### src/rtl/wide_mux_2x1.sv
// wide_mux_2x1: shared-select 1-bit and WIDTH-bit 2:1 muxes with combinational and registered outputs
module wide_mux_2x1 #(
    parameter int WIDTH = 32
) (
    input  logic             clk,
    input  logic             rst_n,
    input  logic             sel,
    input  logic             a,
    input  logic             b,
    output logic             q,
    input  logic [WIDTH-1:0] wa,
    input  logic [WIDTH-1:0] wb,
    output logic [WIDTH-1:0] wq,
    output logic             q_r,
    output logic [WIDTH-1:0] wq_r
);
    logic [WIDTH-1:0] sel_w;
    logic             narrow_d, narrow_q;
    logic [WIDTH-1:0] wide_d, wide_q;

    // AND-OR select; the a&b consensus term keeps agreeing bits steady across a sel change or an unknown sel
    always_comb begin
        sel_w    = {WIDTH{sel}};
        narrow_d = (a & ~sel) | (b & sel) | (a & b);
        wide_d   = (wa & ~sel_w) | (wb & sel_w) | (wa & wb);
    end

    // Pipeline-boundary copies, captured every cycle and cleared asynchronously
    always_ff @(posedge clk or negedge rst_n) begin
        if (!rst_n) begin
            narrow_q <= 1'b0;
            wide_q   <= '0;
        end else begin
            narrow_q <= narrow_d;
            wide_q   <= wide_d;
        end
    end

    assign q    = narrow_d;
    assign wq   = wide_d;
    assign q_r  = narrow_q;
    assign wq_r = wide_q;
endmodule

### config.mk
export PLATFORM = sky130hd
export DESIGN_NAME = wide_mux_2x1
export DESIGN_NICKNAME = d
export VERILOG_FILES = /design/src/rtl/wide_mux_2x1.sv
export SDC_FILE = /design/constraint.sdc
export NUM_CORES = 1
export LEC_CHECK = 0
export CAP_MARGIN = 20
export CORE_ASPECT_RATIO = 1.75
export CORE_MARGIN = 2
export CORE_UTILIZATION = 29
export CTS_CLUSTER_SIZE = 12
export DETAILED_ROUTE_END_ITERATION = 12
export PLACE_DENSITY_LB_ADDON = 0.05
export SETUP_SLACK_MARGIN = 0.5
export SLEW_MARGIN = 20
export SYNTH_ARGS = -nofsm -noshare
export SYNTH_HDL_FRONTEND = slang
export SYNTH_SLANG_ARGS = --single-unit
### constraint.sdc
create_clock -name clk -period 1.3 [get_ports clk]
set_input_delay 0.325 -clock clk [delete_from_list [all_inputs] [get_ports clk]]
set_output_delay 0.325 -clock clk [all_outputs]
set_load 0.01 [all_outputs]
== Word level (Yosys, flattened, before mapping) ==
Cells that the tools add are included.

* Bits in registers: 33
* Input bits: 69
* Logic and storage cells: 14

* Bitwise gates (word level): 12

{| class="wikitable"
|+ Operators with widths
! operator !! number
|-
| $and 32x32->32 || 3
|-
| $or 32x32->32 || 2
|-
| $not 32->32 || 1
|-
| $and 1x1->1 || 3
|-
| $or 1x1->1 || 2
|-
| $not 1->1 || 1
|}

== Logic depth before layout (Yosys ltp) ==
Gate-level depths: netlist of the first run.

* Word-level depth: 4
* Gate-level depth with buffers: 3
* Depth with buffers taken out: 1

== Least setup slack after synthesis of the first run ==
Ideal clock, no wire load.

* Path kind: input to output
* Start: in sel
* End: out wq[0]
* Arrival time: 0.901 ns
* Required time: 0.975 ns
* Path slack: 0.074 ns
* Cell stages on the path: 3
* Path buffers: 2
* Path through: buf_6 > buf_12 > mux2_4

* Cells in the longest elaborated chain, start to end: 4
* Elaborated cells between the ends (all ways): 5
* Those cells by class: bitwise (5)

{| class="wikitable"
|+ Ends and longest elaborated chain
! what !! line !! text
|-
| start: declaration || 7 || <nowiki>input logic sel,</nowiki>
|-
| $not 32->32 || 25 || <nowiki>wide_d = (wa & ~sel_w) | (wb & sel_w) | (wa & wb);</nowiki>
|-
| $and 32x32->32 || 25 ||
|-
| $or 32x32->32 (*) (2 in a row) || 25 ||
|-
| end: declaration || 13 || <nowiki>output logic [WIDTH-1:0] wq,</nowiki>
|}

Every way passes the cells marked *; elsewhere a longest branch is shown, timed or not.

== Worst setup path after layout of the first run ==
* Start: in sel
* End: out wq[27]

The elaborated chain is that of the path after synthesis.

==> results of run 1 <==
## flip-flops by register name, indices dropped and copies added (netlist names)
register / count
q_r: 1
wq_r: 32
## cell type report
cell class,count,area share
tap,52,0.0212
multi-input combinational,33,0.162
clock inverter,2,0.00326
clock buffer,6,0.0237
sequential,33,0.269
timing repair buffer,162,0.521
## cells in the mapped netlist
master   number
dfrtp_1      33
mux2_4       30
buf_12        3
mux2_2        3
buf_6         1
## what timing repair did
item | 4_1_cts | 5_1_grt
gates cloned | 4 | 0
resized for setup | 391 | 13
pin swaps | 0 | 0
buffers inserted | 10 | 9
setup endpoints to repair | 99 | 76
## kinds of logic (layout without fill, tap and decap cells)
family                 after synthesis  after routing  synth area share
buffers and inverters                4            170            0.0516
muxes                               33             33             0.351
DFF                                 33             33             0.598
## worst max-delay path, cell delays in order
cell and delay, ns:
buf_16 0.14, buf_16 0.15, mux2_4 0.31, buf_6 0.13
## where the power goes
part	switching [mW]	internal, mW	leakage, nW
clock	0.359	0.371	0.0450
combinational	0.317	0.586	1.19
sequential	0.0231	1.10	0.385
total	0.699	2.06	1.61
## worst max-delay path by stage
stage                     slack (ns)     end  startpoint  cells past startpoint
final                          -0.08  wq[27]         sel                      4
after global routing           -0.09  wq[27]         sel                      4
after CTS                      -0.08   wq[5]         sel                      4
after detailed placement       -0.54  wq[31]      wa[31]                      3
after floorplan                 0.08   wq[0]         sel                      3
after global placement         -0.53  wq[31]      wa[31]                      3
## layer usage
layer  track usage  routed length (um)  share of wire
met1         0.165                1400           0.32
met2         0.311                2580           0.58
met3        0.0570                 399          0.090
met4        0.0536                  51          0.012
met5             0                   0              0
==> summary.md, run 1 <==
| Metric | Value |
|---|---|
| Final non-filler cell total | `288` |
| Final hold violation count | `0` |
| Mapped Cells | `70` |
| CTS tree | `done` |
| Max-cap check violation count | `0` |
| First drt pass iteration count | `4` |
| Clock root buffer | `clkbuf_8` |
| Number of CTS-inserted buffers | `5` |
| Area share of the largest cell type after synthesis | `0.598` |
| Layout cells sized above 1 | `0.576` |
| Critical path class | `in2out` |
| #FFs+latches synth | `33` |
| Arrival time reported for the critical path endpoint | `1.05 ns` |
| Max-slew violation total from the final report | `0` |
| Starting density of the core | `0.299` |
| Number of global-route vias before repair | `1283` |
| Shortest period the worst path allows | `1.38 ns` |
| Total die area | `0.00535 sq mm` |
| Count of antenna-violating nets left after detailed routing | `0` |
| DP Worst Slack | `-0.542 ns` |
| Unrepaired setup endpoints after global routing | `yes` |
| Clk pin slew, worst setup/hold paths | `0.07 ns` |
| Main area contributors after synthesis | `dfrtp_1 (60%), mux2_4 (33%), buf_12 (4.3%), mux2_2 (2.4%), buf_6 (0.82%)` |
| Number of DRC markers after the initial detailed-route iteration | `23` |
| Power per cell area | `900 mW/mm^2` |
| Post-layout nets | `304` |
| Outcome | `complete, but fails checks` |
| Maximum clock insertion buffer count | `2` |
| Total grt overflow | `0` |
| Antenna violations before repair | `0` |
| Worst min path class | `in2async` |
| Die outline width | `56.2 um` |
| Post-route core utilization | `0.663` |
| Violated checks | `negative setup slack` |
| Ratio of final minimum period to clock period | `1.06` |
| Static leakage | `1.61 nW` |
| Global-route wire length before repair | `6600 um` |
| Mean post-synth cell area | `19.7 sq um` |
| Fmax | `726 MHz` |
| Placed wire-length estimate after detailed placement | `3150 um` |
| Area taken by multi-input logic gates | `495 sq um` |
| Number of inserted filler cells in the final layout | `388` |
| Weighted congestion reported at the end of routability-driven placement | `0.690` |
| Row cnt | `33` |
| Leading area contributor after synthesis | `dfrtp_1` |
| Number of sinks on the clock net | `33` |
| Post-synth cell types | `5` |
| Final setup violating endpoints | `33` |
| Post-detailed-route via-to-cell ratio | `4.39` |
| Number of nets produced by synthesis | `139` |
| Detailed Route WL | `4430 um` |
| Number of primary I/O pins | `135` |
| Pin count of the biggest net entering global routing | `34` |
| P&R area growth vs syn | `122%` |
| Cell total after placement | `257` |
| Summed negative setup slack over all endpoints | `-2.11 ns` |
| Measured slew at the worst slew-check pin | `0.423 ns` |
| Global routing usage summed across all routing layers | `0.164` |
| Count of port buffers added during placement | `134` |
| Total via count after detailed routing | `1264` |
| Maximum level of the CTS H-tree | `2` |
| Total core area | `0.00462 sq mm` |
| Worst endpoint required time | `0.98 ns` |
| Post-route setup slack | `-0.0780 ns` |
| Final instance area | `0.00307 sq mm` |
| Sequential area share after synthesis | `0.598` |
| Cell area after synthesis | `0.00138 sq mm` |
| Peak supply drop | `864 uV` |
| DP Area | `0.00277 sq mm` |
| Post-route DRC violation count | `0` |
| Sequential standard cell area | `826 sq um` |
| Synthesis Warnings | `0` |
| Worst slew margin | `0.718` |
| Critical-path maximum fanout | `7` |
| Sort of element at the start of the critical path | `primary input` |
| Commonest cells after routing, fill and taps aside | `dlygate4sd2_1 (66), buf_6 (62), mux2_4 (33), dfrtp_1 (33), buf_2 (23)` |
| Average detailed-routed wire length per instance | `15.4 um` |
| Worst hold slack across all endpoints | `0.0678 ns` |
| Hold-fix buffers, CTS | `0` |
| Most common cell after layout, fill and taps aside | `dlygate4sd2_1` |
| Y dimension of the die | `95.3 um` |
| Number of diodes | `0` |
| Endpoint type of the worst setup path | `output pin` |
| Overall power of the completed layout | `2.76 mW` |
Power figures use the tool's default switching activity.
==> run 2, diff against run 1 <==
--- a/config.mk
+++ b/config.mk
@@ -8,10 +8,10 @@
 export CAP_MARGIN = 20
 export CORE_ASPECT_RATIO = 1.75
 export CORE_MARGIN = 2
-export CORE_UTILIZATION = 29
+export CORE_UTILIZATION = 32
 export CTS_CLUSTER_SIZE = 12
 export DETAILED_ROUTE_END_ITERATION = 12
-export PLACE_DENSITY_LB_ADDON = 0.05
+export PLACE_DENSITY = 0.93
 export SETUP_SLACK_MARGIN = 0.5
 export SLEW_MARGIN = 20
 export SYNTH_ARGS = -nofsm -noshare
==> constraint.sdc (replaced) <==
create_clock -name clk -period 1.8 [get_ports clk]
set_input_delay 0.45 -clock clk [delete_from_list [all_inputs] [get_ports clk]]
set_output_delay 0.45 -clock clk [all_outputs]
set_load 0.01 [all_outputs]
==> run 2 against run 1 <==
Effect of this change: the run now ends clean; cell count decreased by 2.4%; utilization up 5.2 points; sequential share of layout area is 0.91 points higher; critical path depth is 2 higher; hold slack improved by 0.37 ns; first-iteration DRC count down 78%; combinational power shrank 33%; clock power is 2.9% lower; global-route usage grew 4.5 points; wire length grew 7.6%; largest cell class unchanged.
==> summary.md, run 2 (synthesized netlist as in run 1, its figures left out) <==
| Metric | Value |
|---|---|
| Outcome | `completed (was complete, but fails checks)` |
| Cell total after placement | `257 (unchanged)` |
| Detailed Route WL | `4770 um (was 4430 um)` |
| Total die area | `0.00488 sq mm (was 0.00535 sq mm)` |
| Post-route core utilization | `0.715 (was 0.663)` |
| Number of CTS-inserted buffers | `5 (unchanged)` |
| CTS tree | `done (unchanged)` |
| Number of sinks on the clock net | `33 (unchanged)` |
| Maximum level of the CTS H-tree | `2 (unchanged)` |
| Total grt overflow | `0 (unchanged)` |
| Pin count of the biggest net entering global routing | `34 (unchanged)` |
| Hold-fix buffers, CTS | `0 (unchanged)` |
| Die outline width | `53.7 um (was 56.2 um)` |
| Endpoint type of the worst setup path | `output pin (unchanged)` |
| Row cnt | `31 (was 33)` |
| P&R area growth vs syn | `115% (was 122%)` |
| Sum of buffers and inverters on the critical path | `5 (was 3)` |
| Global routing usage summed across all routing layers | `0.209 (was 0.164)` |
| Global-route wire length before repair | `7180 um (was 6600 um)` |
| Flip-flop count of the largest register after layout | `32 (unchanged)` |
| DP Area | `0.00279 sq mm (was 0.00277 sq mm)` |
| Count of antenna-violating nets left after detailed routing | `0 (unchanged)` |
| Sort of element at the start of the critical path | `primary input (unchanged)` |
| Cells along the critical path | `buf_12, buf_12, buf_12, buf_6, mux2_4, buf_6 (was buf_16, buf_16, mux2_4, buf_6)` |
| Commonest cells after routing, fill and taps aside | `dlygate4sd2_1 (55), buf_6 (35), mux2_4 (33), buf_2 (33), dfrtp_1 (33) (was dlygate4sd2_1 (66), buf_6 (62), mux2_4 (33), dfrtp_1 (33), buf_2 (23))` |
| Total core area | `0.00415 sq mm (was 0.00462 sq mm)` |
| Final setup violating endpoints | `0 (was 33)` |
| Final hold violation count | `0 (unchanged)` |
| Average detailed-routed wire length per instance | `17.0 um (was 15.4 um)` |
| Shortest period the worst path allows | `1.80 ns` |
| Worst endpoint required time | `1.35 ns (was 0.98 ns)` |
| Number of DRC markers after the initial detailed-route iteration | `5 (was 23)` |
| Starting density of the core | `0.333 (was 0.299)` |
| Post-detailed-route via-to-cell ratio | `4.42 (was 4.39)` |
| Maximum clock insertion buffer count | `2 (unchanged)` |
| Peak supply drop | `643 uV (was 864 uV)` |
| Weighted congestion reported at the end of routability-driven placement | `0.821 (was 0.690)` |
| Critical path class | `in2out (unchanged)` |
| Count of port buffers added during placement | `134 (unchanged)` |
| Placed wire-length estimate after detailed placement | `3560 um (was 3150 um)` |
| Most common cell after layout, fill and taps aside | `dlygate4sd2_1 (unchanged)` |
| Critical Path Slowest Stage Cell | `mux2_4 (unchanged)` |
| Antenna violations before repair | `0 (unchanged)` |
| Worst slew margin | `0.719 (was 0.718)` |
| Post-layout nets | `300 (was 304)` |
| Critical Path Max Stage Delay | `0.30 ns (was 0.31 ns)` |
| Final instance area | `0.00297 sq mm (was 0.00307 sq mm)` |
| Max-cap check violation count | `0 (unchanged)` |
| Post-route DRC violation count | `0 (unchanged)` |
| Number of global-route vias before repair | `1490 (was 1283)` |
| Total via count after detailed routing | `1241 (was 1264)` |
| First drt pass iteration count | `2 (was 4)` |
| Number of primary I/O pins | `135 (unchanged)` |
| Layout cells sized above 1 | `0.565 (was 0.576)` |
| Final non-filler cell total | `281 (was 288)` |
| Ratio of final minimum period to clock period | `0.999` |
| Power per cell area | `716 mW/mm^2 (was 900 mW/mm^2)` |
| Max-slew violation total from the final report | `0 (unchanged)` |
| Static leakage | `1.61 nW (about the same)` |
| Number of diodes | `0 (unchanged)` |
| Measured slew at the worst slew-check pin | `0.421 ns (was 0.423 ns)` |
| Overall power of the completed layout | `2.12 mW (was 2.76 mW)` |
| Clock root buffer | `clkbuf_8 (unchanged)` |
| Worst min path class | `in2reg (was in2async)` |
| Y dimension of the die | `90.9 um (was 95.3 um)` |
| Cell mode on critical path | `buf_12 (was buf_16)` |
| Critical-path maximum fanout | `7 (unchanged)` |
| Fmax | `556 MHz` |
| Clk pin slew, worst setup/hold paths | `0.07 ns (about the same)` |
| Arrival time reported for the critical path endpoint | `1.35 ns (was 1.05 ns)` |
| Worst path top cell family by delay | `buffers and inverters (unchanged)` |
| Unrepaired setup endpoints after global routing | `yes (unchanged)` |
-- run 2: changes by cell type in the layout (fill, tap and decap cells not counted), sizes merged --
cell / delta
dlygate4sd2: -11
dlymetal6s2s: +7
buf: -5
clkdlybuf4s50: +5
clkinv: -2
bufinv: +1
clkbuf: +1
-- run 2: worst paths after layout --
check / depth (start not counted) / endpoint / slack, ns / start
min: 2 / wq_r[27] / 0.44 / wa[27]
max in group asynchronous: 2 / wq_r[24] / 0.91 / rst_n
max: 6 / wq[26] / 0.001 / sel
min in group asynchronous: 2 / wq_r[1] / 0.58 / rst_n
-- run 2: layout make-up --
type	instances	area, sq um
clock inverters	1	30.0
repair buffers	158	1470
fillers	320	1180
multi-input cells	33	495
clock buffers	7	86.3
well taps	49	61.3
flip-flops and latches	33	826
-- run 2: power breakdown --
group | total [mW] | switching (mW) | internal (mW)
Sequential | 0.809 | 0.0122 | 0.797
Clock | 0.709 | 0.258 | 0.451
Combinational | 0.605 | 0.227 | 0.379
Total | 2.12 | 0.497 | 1.63
-- run 2: repair_timing --
action	in CTS	in global routing
endpoints found under the setup margin	66	33
buffers inserted	14	0
resized for setup	372	9
gates cloned	2	0
-- run 2: per-layer routing --
| metal | track usage | up-vias | share of wire |
|---|---|---|---|
| li1 | - | 564 | - |
| met1 | 0.170 | 581 | 0.28 |
| met2 | 0.405 | 83 | 0.61 |
| met3 | 0.0596 | 13 | 0.072 |
| met4 | 0.105 | 0 | 0.034 |
| met5 | 0 | - | 0 |
-- run 2: per-stage QoR --
stage	setup TNS [ns]	hold WS (ns)	worst slack [ns]
after floorplan	0	0.154	0.332
after global placement	-8.41	0.883	-0.285
after detailed placement	-8.87	0.893	-0.299
after CTS	0	0.527	0.0000232
after global routing	-0.0190	0.436	-0.0190
final	0	0.439	0.00130
